[config.mk]
export PLATFORM = sky130hd
export DESIGN_NAME = mon_adc_reader_flat
export DESIGN_NICKNAME = d
export VERILOG_FILES = /design/src/rtl/mon_adc_reader_pkg.sv /design/src/rtl/mon_adc_reader_if.sv /design/src/rtl/mon_adc_frame_fsm.sv /design/src/rtl/mon_adc_reader.sv /design/src/flat_wrapper.sv
export SDC_FILE = /design/constraint.sdc
export NUM_CORES = 1
export LEC_CHECK = 0
export CAP_MARGIN = 15
export CORE_ASPECT_RATIO = 1.5
export CORE_UTILIZATION = 35
export DETAILED_ROUTE_END_ITERATION = 12
export GPL_TIMING_DRIVEN = 0
export PLACE_DENSITY_LB_ADDON = 0.3
export REMOVE_ABC_BUFFERS = 1
export SLEW_MARGIN = 20
export SYNTH_ARGS = -nofsm -noshare
export SYNTH_HDL_FRONTEND = slang
export SYNTH_SLANG_ARGS = --single-unit
[constraint.sdc]
create_clock -name CLK40 -period 2.3 [get_ports CLK40]
set_input_delay 0.23 -clock CLK40 [delete_from_list [all_inputs] [get_ports CLK40]]
set_output_delay 0.23 -clock CLK40 [all_outputs]
set_load 0.005 [all_outputs]
[src/rtl/mon_adc_reader_pkg.sv]
// Shared definitions for the monitoring-ADC read-back path: state encoding,
// frame geometry, register bundles and the majority voter used by TMR blocks.
package mon_adc_pkg;

  typedef enum logic [2:0] {
    ST_IDLE     = 3'd0,
    ST_CS_SETUP = 3'd1,
    ST_SHIFT    = 3'd2,
    ST_CS_HOLD  = 3'd3,
    ST_RESULT   = 3'd4
  } state_t;

  localparam int CMD_BITS   = 8;
  localparam int SKIP_BITS  = 4;
  localparam int DATA_BITS  = 12;
  localparam int FRAME_CLKS = 24;

  typedef struct packed {
    logic [7:0] div;
    logic [5:0] half;
    logic       sck;
    logic       csb;
  } fsm_cnt_t;

  localparam fsm_cnt_t CNT_RESET = '{div: 8'd0, half: 6'd0, sck: 1'b0, csb: 1'b1};

  typedef struct packed {
    logic [2:0]           chan;
    logic                 scan;
    logic [CMD_BITS-1:0]  cmd;
    logic [DATA_BITS-1:0] sreg;
    logic [2:0]           rchan;
    logic                 valid;
    logic                 scanDone;
  } top_regs_t;

  // Bitwise 2-of-3 vote; callers zero-extend into and size-cast out of 32 bits.
  function automatic logic [31:0] vote(input logic [31:0] a, input logic [31:0] b,
                                       input logic [31:0] c);
    return (a & b) | (a & c) | (b & c);
  endfunction

endpackage

[src/rtl/mon_adc_reader_if.sv]
// Register-side request/result signals and the ADC serial pins of the read-back controller.
interface mon_adc_reader_if;
  logic        START;
  logic        SCAN;
  logic [2:0]  CHAN;
  logic        SDO;
  logic        SCK;
  logic        CS_B;
  logic        SDI;
  logic [11:0] RESULT;
  logic [2:0]  RESULT_CHAN;
  logic        VALID;
  logic        BUSY;
  logic        SCAN_DONE;

  modport master (
    input  START, SCAN, CHAN, SDO,
    output SCK, CS_B, SDI, RESULT, RESULT_CHAN, VALID, BUSY, SCAN_DONE
  );

  modport slave (
    output START, SCAN, CHAN, SDO,
    input  SCK, CS_B, SDI, RESULT, RESULT_CHAN, VALID, BUSY, SCAN_DONE
  );
endinterface

[src/rtl/mon_adc_frame_fsm.sv]
// Frame sequencer for one ADC transaction: half-period divider, SCK/CS_B generation
// and the sample / command-shift / done strobes; optionally triplicated.
module mon_adc_frame_fsm
  import mon_adc_pkg::*;
#(
  parameter int TMR     = 0,
  parameter int CLK_DIV = 20
) (
  input  logic CLK40,
  input  logic RST,
  input  logic go_i,
  input  logic again_i,
  output logic sck_o,
  output logic cs_b_o,
  output logic busy_o,
  output logic in_result_o,
  output logic sample_o,
  output logic shift_cmd_o,
  output logic done_o
);

  localparam int         NC        = (TMR != 0) ? 3 : 1;
  localparam logic [7:0] DIV_LAST  = 8'(CLK_DIV - 1);
  localparam logic [5:0] HALF_LAST = 6'(2 * FRAME_CLKS - 1);
  localparam logic [5:0] DATA_HALF = 6'(2 * (CMD_BITS + SKIP_BITS));

  logic [NC-1:0][2:0] state_q;
  fsm_cnt_t [NC-1:0]  cnt_q;
  state_t             state_v, state_d;
  fsm_cnt_t           cnt_v, cnt_d;
  logic               tick;

  if (TMR != 0) begin : gTmr
    assign state_v = state_t'(3'(vote(32'(state_q[0]), 32'(state_q[1]), 32'(state_q[2]))));
    assign cnt_v   = fsm_cnt_t'(16'(vote(32'(cnt_q[0]), 32'(cnt_q[1]), 32'(cnt_q[2]))));
  end else begin : gPlain
    assign state_v = state_t'(state_q[0]);
    assign cnt_v   = cnt_q[0];
  end

  assign tick = (cnt_v.div == DIV_LAST);

  // Rising ticks sample SDO (data half of the frame only), falling ticks advance SDI.
  always_comb begin
    state_d     = state_v;
    cnt_d       = cnt_v;
    cnt_d.div   = tick ? 8'd0 : cnt_v.div + 8'd1;
    sample_o    = 1'b0;
    shift_cmd_o = 1'b0;
    done_o      = 1'b0;
    case (state_v)
      ST_IDLE: begin
        cnt_d.div = 8'd0;
        if (go_i) begin
          state_d   = ST_CS_SETUP;
          cnt_d.csb = 1'b0;
        end
      end
      ST_CS_SETUP: begin
        if (tick) begin
          state_d    = ST_SHIFT;
          cnt_d.half = 6'd0;
        end
      end
      ST_SHIFT: begin
        if (tick) begin
          cnt_d.sck = ~cnt_v.sck;
          if (!cnt_v.sck) sample_o = (cnt_v.half >= DATA_HALF);
          else            shift_cmd_o = 1'b1;
          if (cnt_v.half == HALF_LAST) begin
            state_d   = ST_CS_HOLD;
            cnt_d.csb = 1'b1;
          end else begin
            cnt_d.half = cnt_v.half + 6'd1;
          end
        end
      end
      ST_CS_HOLD: begin
        if (tick) begin
          state_d = ST_RESULT;
          done_o  = 1'b1;
        end
      end
      ST_RESULT: begin
        cnt_d.div = 8'd0;
        if (again_i) begin
          state_d   = ST_CS_SETUP;
          cnt_d.csb = 1'b0;
        end else begin
          state_d = ST_IDLE;
        end
      end
      default: begin
        state_d = ST_IDLE;
        cnt_d   = CNT_RESET;
      end
    endcase
  end

  always_ff @(posedge CLK40 or posedge RST) begin
    if (RST) begin
      for (int i = 0; i < NC; i++) begin
        state_q[i] <= ST_IDLE;
        cnt_q[i]   <= CNT_RESET;
      end
    end else begin
      for (int i = 0; i < NC; i++) begin
        state_q[i] <= state_d;
        cnt_q[i]   <= cnt_d;
      end
    end
  end

  assign sck_o       = cnt_v.sck;
  assign cs_b_o      = cnt_v.csb;
  assign busy_o      = (state_v != ST_IDLE);
  assign in_result_o = (state_v == ST_RESULT);

endmodule

[src/rtl/mon_adc_reader.sv]
// Monitoring-ADC read-back controller: command/result shift registers, channel scan
// sequencing and the result registers presented to the register side.
module mon_adc_reader
  import mon_adc_pkg::*;
#(
  parameter int         TMR      = 0,
  parameter int         CLK_DIV  = 20,
  parameter logic [3:0] CTRL_LOW = 4'b0001
) (
  input logic              CLK40,
  input logic              RST,
  mon_adc_reader_if.master bus
);

  localparam int NC = (TMR != 0) ? 3 : 1;

  top_regs_t [NC-1:0]            top_q;
  logic [NC-1:0][DATA_BITS-1:0]  result_q;
  top_regs_t                     top_v, top_d;
  logic [DATA_BITS-1:0]          result_v, result_d;

  logic go, again, busy, inResult, sample, shiftCmd, done, sck, csb;

  if (TMR != 0) begin : gTmr
    assign top_v    = top_regs_t'(29'(vote(32'(top_q[0]), 32'(top_q[1]), 32'(top_q[2]))));
    assign result_v = 12'(vote(32'(result_q[0]), 32'(result_q[1]), 32'(result_q[2])));
  end else begin : gPlain
    assign top_v    = top_q[0];
    assign result_v = result_q[0];
  end

  assign go    = ~busy & (bus.START | bus.SCAN);
  assign again = top_v.scan && (top_v.chan != 3'd7);

  mon_adc_frame_fsm #(.TMR(TMR), .CLK_DIV(CLK_DIV)) uFsm (
    .CLK40       (CLK40),
    .RST         (RST),
    .go_i        (go),
    .again_i     (again),
    .sck_o       (sck),
    .cs_b_o      (csb),
    .busy_o      (busy),
    .in_result_o (inResult),
    .sample_o    (sample),
    .shift_cmd_o (shiftCmd),
    .done_o      (done)
  );

  // SCAN has priority over START; the command byte is reloaded for every frame.
  always_comb begin
    top_d          = top_v;
    result_d       = result_v;
    top_d.valid    = 1'b0;
    top_d.scanDone = 1'b0;
    if (go) begin
      top_d.scan = bus.SCAN;
      top_d.chan = bus.SCAN ? 3'd0 : bus.CHAN;
      top_d.cmd  = {1'b1, top_d.chan, CTRL_LOW};
    end
    if (sample)   top_d.sreg = {top_v.sreg[DATA_BITS-2:0], bus.SDO};
    if (shiftCmd) top_d.cmd  = {top_v.cmd[CMD_BITS-2:0], 1'b0};
    if (done) begin
      result_d       = top_v.sreg;
      top_d.rchan    = top_v.chan;
      top_d.valid    = 1'b1;
      top_d.scanDone = top_v.scan && (top_v.chan == 3'd7);
    end
    if (inResult && again) begin
      top_d.chan = top_v.chan + 3'd1;
      top_d.cmd  = {1'b1, top_v.chan + 3'd1, CTRL_LOW};
    end
  end

  always_ff @(posedge CLK40 or posedge RST) begin
    if (RST) begin
      for (int i = 0; i < NC; i++) begin
        top_q[i]    <= '0;
        result_q[i] <= '0;
      end
    end else begin
      for (int i = 0; i < NC; i++) begin
        top_q[i]    <= top_d;
        result_q[i] <= result_d;
      end
    end
  end

  assign bus.SCK         = sck;
  assign bus.CS_B        = csb;
  assign bus.SDI         = top_v.cmd[CMD_BITS-1];
  assign bus.RESULT      = result_v;
  assign bus.RESULT_CHAN = top_v.rchan;
  assign bus.VALID       = top_v.valid;
  assign bus.BUSY        = busy;
  assign bus.SCAN_DONE   = top_v.scanDone;

endmodule
[src/flat_wrapper.sv]
// flat-port wrapper written by rule: the top's interface ports become plain ports
module mon_adc_reader_flat import mon_adc_pkg::*;
#(
  parameter int         TMR      = 0,
  parameter int         CLK_DIV  = 20,
  parameter logic [3:0] CTRL_LOW = 4'b0001
)
  (CLK40, RST, bus_START, bus_SCAN, bus_CHAN, bus_SDO, bus_SCK, bus_CS_B, bus_SDI, bus_RESULT, bus_RESULT_CHAN, bus_VALID, bus_BUSY, bus_SCAN_DONE);
  mon_adc_reader_if bus_i ();
  input logic CLK40;
  input logic RST;
  input wire logic [$bits(bus_i.START)-1:0] bus_START;
  input wire logic [$bits(bus_i.SCAN)-1:0] bus_SCAN;
  input wire logic [$bits(bus_i.CHAN)-1:0] bus_CHAN;
  input wire logic [$bits(bus_i.SDO)-1:0] bus_SDO;
  output wire logic [$bits(bus_i.SCK)-1:0] bus_SCK;
  output wire logic [$bits(bus_i.CS_B)-1:0] bus_CS_B;
  output wire logic [$bits(bus_i.SDI)-1:0] bus_SDI;
  output wire logic [$bits(bus_i.RESULT)-1:0] bus_RESULT;
  output wire logic [$bits(bus_i.RESULT_CHAN)-1:0] bus_RESULT_CHAN;
  output wire logic [$bits(bus_i.VALID)-1:0] bus_VALID;
  output wire logic [$bits(bus_i.BUSY)-1:0] bus_BUSY;
  output wire logic [$bits(bus_i.SCAN_DONE)-1:0] bus_SCAN_DONE;
  assign bus_i.START = bus_START;
  assign bus_i.SCAN = bus_SCAN;
  assign bus_i.CHAN = bus_CHAN;
  assign bus_i.SDO = bus_SDO;
  assign bus_SCK = bus_i.SCK;
  assign bus_CS_B = bus_i.CS_B;
  assign bus_SDI = bus_i.SDI;
  assign bus_RESULT = bus_i.RESULT;
  assign bus_RESULT_CHAN = bus_i.RESULT_CHAN;
  assign bus_VALID = bus_i.VALID;
  assign bus_BUSY = bus_i.BUSY;
  assign bus_SCAN_DONE = bus_i.SCAN_DONE;
  mon_adc_reader #(.TMR(TMR), .CLK_DIV(CLK_DIV), .CTRL_LOW(CTRL_LOW)) u_core (.CLK40(CLK40), .RST(RST), .bus(bus_i));
endmodule
==> metrics.cfg, run 1 <==
[run_status]
outcome = completed

[yosys]
ys.flop_type = dfrtp_1
postSynthCellCount = 230
synth_area_sq_um = 2740
ys_ff_latch = 60
postSynth.asyncResetShare_pct = 100
synth_edf_count = 0
synth_cell_types = 49
seq_area_frac_synth_pct = 54.9
yosys_warnings = 0
avgSynthCellArea_sq_um = 11.9

[worst_setup_path]
critical_path.max_stage_delay_ns = 0.67
critical_path.slowest_cell = or4_4
worstPathArrival_ns = 2.29
startpoint_type = register
worstSetupEndpointType = register
path_cells = ha_1, and4bb_1, nand2_2, or4_4, mux2_4
path_class = reg2reg
r2r_cells = 5
required_ns = 2.51
worst-path-max-fanout = 12

[clock_tree]
clkTransAtPathRegs_ns = 0.05
cts-root-buf = clkbuf_16
clk_path_buf_depth = 2
cts.sinks = 60
cts_tree = built
clk_latency_ns = 0.32
numCtsBuffers = 9
htreeDepth = 3

[cells_and_area]
diodes = 0
utilization_pct = 44.4
nets = 271
fin_area_sq_um = 3380
layout.cells.most_common = dfrtp_1
multiInputGateArea_sq_um = 1130
stdcell_count = 365
final_cell_mix = dfrtp_1, clkdlybuf4s50_1, nor2_1
regArea_sq_um = 1500
drive_above_1_share_pct = 22.1
syn_to_final_growth_pct = 23.6
fillerInstances = 729

[grt]
first_global_vias = 1788
grt_max_degree = 42
grt_pass1_wl_microns = 8130
grt_usage_pct = 13.5
overflow = 0
antenna_found_initial = 0

[die]
die_w_microns = 74.2
die_h_microns = 110
die_area_sq_um = 8190
initial_core_util_pct = 36.0
io_pins = 29
num_rows = 39
core_sq_um = 7610

[routing]
routedWlPerCell_microns = 13.1
totalWireLength_microns = 4780
drc = 0
via_per_inst = 4.88
vias = 1782
postRouteAntennaNets = 0
drt_iter0_drc = 61
drt_first_pass_iters = 4

[placement]
dp_slack_ns = 0.00718
placed_cells = 349
portBuffers = 28
gp_congestion = 0.801
dp_hpwl_microns = 3330
place_area_sq_um = 3100

[sta]
setup_viol = 0
hold_viol = 0
fmax_mhz = 479
rsz0062_at_grt = false
setup_ws_ns = 0.214
worst_slew_pin_slew_ns = 0.438
drv_slew = 0
slew_headroom_pct = 70.8
min_period_over_period_pct = 90.7
min_period_ns = 2.09
skew_ns = 0.00601

[pwr]
ir_drop_uv = 421
cellPowerDensity_nw_per_um2 = 857
p_leak_nw = 1.61

[min_path]
min_path_type = in2async

[flow_run]
maxCapViolCount = 0

==> power by group <==
group	switching, mW	internal [mW]	total [mW]
Combinational	0.213	0.180	0.393
Sequential	0.0890	1.15	1.23
Clock	0.442	0.831	1.27
==> Yosys cell counts (2+ instances only) <==
cell type / count / area share (%)
nand3_1: 7 / 1.3
a21oi_1: 9 / 1.6
inv_1: 8 / 1.1
xnor2_1: 4 / 1.3
o21ai_0: 7 / 1.3
or2_2: 2 / 0.46
and2_1: 2 / 0.46
mux2_4: 10 / 5.5
buf_2: 4 / 0.73
a22o_1: 5 / 1.6
buf_4: 4 / 1.1
nor2_1: 25 / 3.4
o22a_1: 2 / 0.64
clkbuf_1: 3 / 0.41
nand2b_1: 3 / 0.69
mux2_2: 19 / 7.8
nor3_1: 3 / 0.55
o21a_1: 2 / 0.55
or3_1: 2 / 0.46
and3_1: 4 / 0.91
ha_1: 5 / 2.3
xor2_1: 5 / 1.6
dfrtp_1: 59 / 54
nand2_1: 11 / 1.5
==> stage by stage <==
step                      TNS [ns]  hold slack [ns]  power, mW
after floorplan                  0            0.353       1.52
after global placement      -28.71            0.473       1.63
after detailed placement         0            0.486       1.65
after CTS                        0            0.203       2.94
after global routing             0            0.221       3.05
final                            0            0.200       2.90
==> timing repair <==
item	in CTS	in global routing
resized for setup	0	1
setup buffers	0	0
setup endpoints to repair	0	16
hold buffers	0	0
==> cells by family (layout without fill, tap and decap cells) <==
| group | Yosys count | after routing | synth area share, % |
|---|---|---|---|
| AND/OR/NAND/NOR | 72 | 72 | 13.9 |
| flip-flops | 60 | 60 | 54.9 |
| AO/OA/AOI/OAI | 34 | 34 | 8.64 |
| multiplexers | 30 | 30 | 13.7 |
| buffers and inverters | 20 | 53 | 3.75 |
| XOR/XNOR | 9 | 9 | 2.88 |
| adder cells (fa/ha/maj) | 5 | 5 | 2.29 |
==> layout make-up <==
class	instances	area share [%]
multi-input cells	150	33.5
clock inverters	5	1.55
repair buffers	29	8.88
well taps	102	3.77
inverters	8	0.962
clock buffers	11	6.88
flip-flops and latches	60	44.4
==> worst paths after layout <==
path                                         endpoint                 start  slack (ns)
worst min-delay path            u_core.bus.RESULT[11]                   RST        0.20
min in group CLK40               u_core.uFsm.cnt_q[8]  u_core.uFsm.cnt_q[8]        0.49
max in group asynchronous          u_core.uFsm.cs_b_o                   RST        1.55
worst max register to register        u_core.top_q[5]  u_core.uFsm.cnt_q[8]        0.21
worst max-delay path                  u_core.top_q[5]  u_core.uFsm.cnt_q[8]        0.21
worst min register to register   u_core.uFsm.cnt_q[8]  u_core.uFsm.cnt_q[8]        0.49
==> per-layer routing <==
| layer | track usage, % | up-vias | share of wire [%] |
|---|---|---|---|
| met5 | 0 | - | 0 |
| met4 | 8.49 | 0 | 3.2 |
| met3 | 3.82 | 11 | 2.7 |
| met2 | 22.5 | 26 | 52 |
| met1 | 14.9 | 887 | 42 |
| li1 | - | 858 | - |
==> flip-flops by register name, summed over array words and instances (netlist names) <==
register and flops:
u_core.bus.RESULT 12, u_core.bus.RESULT_CHAN 3, u_core.bus.SCAN_DONE 1, u_core.bus.SDI 1
u_core.bus.VALID 1, u_core.top_q 23, u_core.uFsm.cnt_q 14, u_core.uFsm.cs_b_o 1
u_core.uFsm.sck_o 1, u_core.uFsm.state_q 3
==> worst max-delay path, delay by kind of cell (launching register included) <==
kind / cells / cell delay (ns)
multiplexers: 1 / 0.35
adder cells (fa/ha/maj): 1 / 0.21
flip-flops: 1 / 0.38
AND/OR/NAND/NOR: 3 / 1.02
Power figures use the tool's default switching activity.
==> run 2, diff against run 1 <==
Settings changed: CORE_MARGIN set to 4, GPL_ROUTABILITY_DRIVEN set to 0, PLACE_DENSITY set to 0.54, PLACE_DENSITY_LB_ADDON 0.3 to unset.
==> run 2 against run 1 <==
Combinational power hardly changed; cell area is 0.78% higher; setup slack worse by 0.0047 ns; worst hold slack worse by 0.013 ns; sequential share of layout area is 0.34 points lower; via count is 0.51% lower; largest cell class unchanged.
==> metrics.cfg, run 2 (same netlist as run 1, synthesis figures left out) <==
[die]
die_h_microns = 116  ; was 110 microns
num_rows = 39  ; unchanged
initial_core_util_pct = 36.0  ; unchanged
die_area_sq_um = 9330  ; was 8190 sq um
io_pins = 29  ; unchanged
die_w_microns = 80.2  ; was 74.2 microns
core_sq_um = 7610  ; unchanged

[routing]
postRouteAntennaNets = 0  ; unchanged
drt_first_pass_iters = 4  ; unchanged
totalWireLength_microns = 4890  ; was 4780 microns
vias = 1773  ; was 1,782
drt_iter0_drc = 74  ; was 61
via_per_inst = 4.86  ; was 4.88
routedWlPerCell_microns = 13.4  ; was 13.1 microns
drc = 0  ; unchanged

[worst_setup_path]
worstPathArrival_ns = 2.30  ; was 2.29 ns
startpoint = u_core.uFsm.cnt_q[8]  ; unchanged
critical_path.max_stage_delay_ns = 0.67  ; about the same
startpoint_type = register  ; unchanged
worstSetupEndpointType = register  ; unchanged
r2r_end = u_core.top_q[5]  ; unchanged
r2r_cells = 5  ; unchanged
reg2reg_slack_ns = 0.21  ; about the same
worst-path-max-fanout = 12  ; unchanged
path_class = reg2reg  ; unchanged
worstReg2RegStart = u_core.uFsm.cnt_q[8]  ; unchanged
required_ns = 2.51  ; about the same
critical_path.slowest_cell = or4_4  ; unchanged
path_cells = ha_1, and4bb_1, nand2_2, or4_4, mux2_4  ; unchanged

[min_path]
min_path_type = in2async  ; unchanged

[cells_and_area]
top_register = u_core.top_q  ; unchanged
final_cell_mix = dfrtp_1, clkdlybuf4s50_1, nor2_1  ; unchanged
stdcell_count = 365  ; unchanged
fillerInstances = 723  ; was 729
nets = 271  ; unchanged
largest_reg_flops = 23  ; unchanged
layout.cells.most_common = dfrtp_1  ; unchanged
syn_to_final_growth_pct = 24.5  ; was 23.6%
drive_above_1_share_pct = 22.4  ; was 22.1%
diodes = 0  ; unchanged

[grt]
grt_max_degree = 45  ; was 42
grt_usage_pct = 12.4  ; was 13.5%
grt_pass1_wl_microns = 8740  ; was 8130 microns
first_global_vias = 1803  ; was 1,788
overflow = 0  ; unchanged
antenna_found_initial = 0  ; unchanged

[flow_run]
maxCapViolCount = 0  ; unchanged

[sta]
rsz0062_at_grt = false  ; unchanged
skew_ns = 0.00705  ; was 0.00601 ns
whs_ns = 0.187  ; was 0.200 ns
worst_slew_pin_slew_ns = 0.421  ; was 0.438 ns
fmax_mhz = 478  ; was 479 MHz
min_period_over_period_pct = 90.9  ; was 90.7%
drv_slew = 0  ; unchanged
min_period_ns = 2.09  ; about the same
slew_headroom_pct = 72.0  ; was 70.8%
setup_ws_ns = 0.209  ; was 0.214 ns
hold_viol = 0  ; unchanged
setup_tns_ns = 0  ; unchanged
setup_viol = 0  ; unchanged

[pwr]
ir_drop_uv = 381  ; was 421 uV
p_leak_nw = 1.62  ; was 1.61 nW
cellPowerDensity_nw_per_um2 = 872  ; was 857 nW/um^2
finalPower_mw = 2.97  ; was 2.90 mW

[clock_tree]
cts_setup_buffers = 0  ; unchanged
clk_latency_ns = 0.33  ; was 0.32 ns
numCtsBuffers = 9  ; unchanged
clk_path_buf_depth = 2  ; unchanged
htreeDepth = 3  ; unchanged
cts-root-buf = clkbuf_16  ; unchanged
cts.sinks = 60  ; unchanged
cts_tree = built  ; unchanged
clkTransAtPathRegs_ns = 0.05  ; about the same

[run_status]
outcome = completed  ; unchanged

[placement]
dp_hpwl_microns = 3480  ; was 3330 microns
portBuffers = 28  ; unchanged
placed_cells = 349  ; unchanged
dp_slack_ns = -0.00986  ; was 0.00718 ns

[run 2: changes by cell type in the layout (fill, tap and decap cells not counted), sizes merged]
cell,change
clkbuf,+1
clkinv,-1
[run 2: critical path: cells and delay by family, from the launching register on]
kind	cells	cell delay, ns
fa+ha+maj	1	0.21
simple gates	3	1.03
mux	1	0.34
flops	1	0.38
[run 2: stage by stage]
step                instance area, sq um  util (%)
global route                        3410      44.8
CTS                                 3410      44.8
floorplan                           2670         -
global placement                    3070      40.4
finish                              3410      44.8
detailed placement                  3100      40.8
[run 2: worst max-delay path by stage]
stage | endpoint | slack (ns) | cells past startpoint
finish | u_core.top_q[5] | 0.21 | 5
global route | u_core.top_q[5] | 0.11 | 5
CTS | u_core.top_q[5] | 0.18 | 5
detailed placement | u_core.bus.RESULT[2] | -0.01 | 5
global placement | u_core.top_q[22] | -0.54 | 2
floorplan | u_core.top_q[10] | 0.36 | 5
[run 2: what timing repair did]
| item | 4_1_cts | 5_1_grt |
|---|---|---|
| hold buffers | 0 | 0 |
| resized for setup | 1 | 0 |
| endpoints found under the setup margin | 15 | 0 |
[run 2: area by class of cell]
cell class	instances	area (sq um)	area share, %
multi-input cells	150	1130	33.3
flip-flops and latches	60	1500	44.1
inverters	8	32.5	0.954
repair buffers	29	308	9.03
clock inverters	4	47.5	1.39
well taps	102	128	3.74
clock buffers	12	256	7.52
[run 2: layer usage]
| metal | track usage, % | share of wire (%) |
|---|---|---|
| met1 | 14.3 | 44 |
| met3 | 4.86 | 4.3 |
| met5 | 0 | 0 |
| met2 | 19.7 | 50 |
| met4 | 6.76 | 2.0 |
[run 2: where the power goes]
part | switching (mW) | total, mW | internal, mW
combinational | 0.215 | 0.396 | 0.181
sequential | 0.0904 | 1.24 | 1.15
clock | 0.451 | 1.34 | 0.892
total | 0.756 | 2.97 | 2.22
==> run 3, diff against run 2 <==
Settings changed: CTS_CLUSTER_SIZE set to 16, PLACE_DENSITY 0.54 to unset, PLACE_DENSITY_LB_ADDON set to 0.3.
==> run 3 against run 2 <==
Total power increased by 1.0%; die area unchanged; critical path depth unchanged; flip-flop and latch count unchanged; first-iteration DRC count decreased by 6.8%; fmax increased by 0.57%; clock skew decreased by 0.0032 ns; cell area about the same; global-route usage decreased by 0.37 points; non-clock buffer count unchanged; core utilization about the same; largest power group unchanged; highest routed layer unchanged.
==> metrics.cfg, run 3 (same netlist as run 1, synthesis figures left out) <==
[run_status]
outcome = completed  ; unchanged

[die]
io_pins = 29  ; unchanged
die_w_microns = 80.2  ; unchanged
num_rows = 39  ; unchanged
die_area_sq_um = 9330  ; unchanged
initial_core_util_pct = 36.0  ; unchanged
core_sq_um = 7610  ; unchanged
die_h_microns = 116  ; unchanged

[pwr]
ir_drop_uv = 378  ; was 381 uV
cellPowerDensity_nw_per_um2 = 882  ; was 872 nW/um^2
p_leak_nw = 1.62  ; about the same

[cells_and_area]
final_cell_mix = dfrtp_1, clkdlybuf4s50_1, nor2_1  ; unchanged
diodes = 0  ; unchanged
syn_to_final_growth_pct = 24.5  ; about the same
utilization_pct = 44.8  ; about the same
top_register = u_core.top_q  ; unchanged
largest_reg_flops = 23  ; unchanged
nets = 271  ; unchanged
layout.cells.most_common = dfrtp_1  ; unchanged
drive_above_1_share_pct = 22.2  ; was 22.4%
fillerInstances = 729  ; was 723

[sta]
setup_tns_ns = 0  ; unchanged
setup_viol = 0  ; unchanged
drv_slew = 0  ; unchanged
slew_headroom_pct = 72.1  ; was 72.0%
min_period_over_period_pct = 90.4  ; was 90.9%
skew_ns = 0.00382  ; was 0.00705 ns
hold_viol = 0  ; unchanged
fmax_mhz = 481  ; was 478 MHz
worst_slew_pin_slew_ns = 0.419  ; was 0.421 ns
setup_ws_ns = 0.221  ; was 0.209 ns
min_period_ns = 2.08  ; was 2.09 ns
rsz0062_at_grt = false  ; unchanged

[worst_setup_path]
worst-path-max-fanout = 12  ; unchanged
startpoint_type = register  ; unchanged
required_ns = 2.51  ; about the same
cp_top_family = simple AND/OR/NAND/NOR gates  ; unchanged
path_class = reg2reg  ; unchanged
path_cells = ha_1, and4bb_1, nand2_2, or4_4, mux2_4  ; unchanged
worstSetupEndpointType = register  ; unchanged
cp_num_buf_inv = 0  ; unchanged
critical_path.max_stage_delay_ns = 0.67  ; about the same
critical_path.slowest_cell = or4_4  ; unchanged
worstPathArrival_ns = 2.29  ; was 2.30 ns

[routing]
postRouteAntennaNets = 0  ; unchanged
totalWireLength_microns = 4860  ; was 4890 microns
drc = 0  ; unchanged
vias = 1791  ; was 1,773
drt_iter0_drc = 69  ; was 74
via_per_inst = 4.93  ; was 4.86
routedWlPerCell_microns = 13.4  ; about the same
drt_first_pass_iters = 4  ; unchanged

[placement]
dp_hpwl_microns = 3430  ; was 3480 microns
portBuffers = 28  ; unchanged
dp_slack_ns = 0.0263  ; was -0.00986 ns

[flow_run]
maxCapViolCount = 0  ; unchanged

[clock_tree]
cts.sinks = 60  ; unchanged
clk_path_buf_depth = 2  ; unchanged
numCtsBuffers = 9  ; unchanged
htreeDepth = 3  ; unchanged
cts_tree = built  ; unchanged
cts-root-buf = clkbuf_16  ; unchanged
clk_latency_ns = 0.32  ; was 0.33 ns
cts_setup_buffers = 0  ; unchanged
clkTransAtPathRegs_ns = 0.05  ; about the same

[grt]
overflow = 0  ; unchanged
grt_pass1_wl_microns = 8520  ; was 8740 microns
first_global_vias = 1822  ; was 1,803
grt_max_degree = 42  ; was 45
grt_usage_pct = 12.0  ; was 12.4%
antenna_found_initial = 0  ; unchanged

[min_path]
min_path_type = in2async  ; unchanged

-- run 3: cell count changes in the layout (fill, tap and decap cells not counted) --
| cell | delta |
|---|---|
| clkbuf_8 | +2 |
| clkinv_2 | -2 |
| buf_12 | +1 |
| buf_16 | -1 |
| clkbuf_1 | -1 |
| clkinvlp_4 | -1 |
-- run 3: cell type report --
type                    instances  area, sq um  share of cell area [%]
flip-flops and latches         60         1500                    44.1
clock inverters                 1         30.0                   0.881
well taps                     102          128                    3.74
inverters                       8         32.5                   0.954
clock buffers                  13          280                    8.22
repair buffers                 29          300                    8.81
multi-input cells             150         1130                    33.3
-- run 3: metrics by stage --
stage	power, mW	area, sq um	hold slack (ns)	std cells
floorplan	1.52	2670	0.353	218
global placement	1.63	3070	0.474	348
detailed placement	1.65	3100	0.484	349
CTS	3.05	3410	0.212	363
global route	3.15	3410	0.245	363
finish	3.01	3410	0.206	363
-- run 3: routing by layer --
metal	up-vias	track usage, %	part of all wire [%]
li1	850	-	-
met1	898	13.2	43
met2	35	20.2	50
met3	8	3.86	4.6
met4	0	7.10	2.7
met5	-	0	0
-- run 3: what timing repair did --
item / 4_1_cts / 5_1_grt
gates resized for setup: 0 / 1
hold buffers: 0 / 0
endpoints found under the setup margin: 0 / 16
-- run 3: power by group --
part	switching, mW	internal (mW)
clock network	0.432	0.943
logic	0.215	0.181
registers	0.0895	1.15
total	0.736	2.27
-- run 3: worst paths after layout --
check | startpoint | cells after the start | slack, ns | endpoint
max | u_core.uFsm.cnt_q[8] | 5 | 0.22 | u_core.top_q[5]
min | RST | 2 | 0.21 | u_core.bus.RESULT[0]
max reg2reg | u_core.uFsm.cnt_q[8] | 5 | 0.22 | u_core.top_q[5]
min reg2reg | u_core.uFsm.cnt_q[8] | 1 | 0.48 | u_core.uFsm.cnt_q[8]
max in group asynchronous | RST | 3 | 1.54 | u_core.uFsm.cs_b_o
min in group CLK40 | u_core.uFsm.cnt_q[8] | 1 | 0.48 | u_core.uFsm.cnt_q[8]
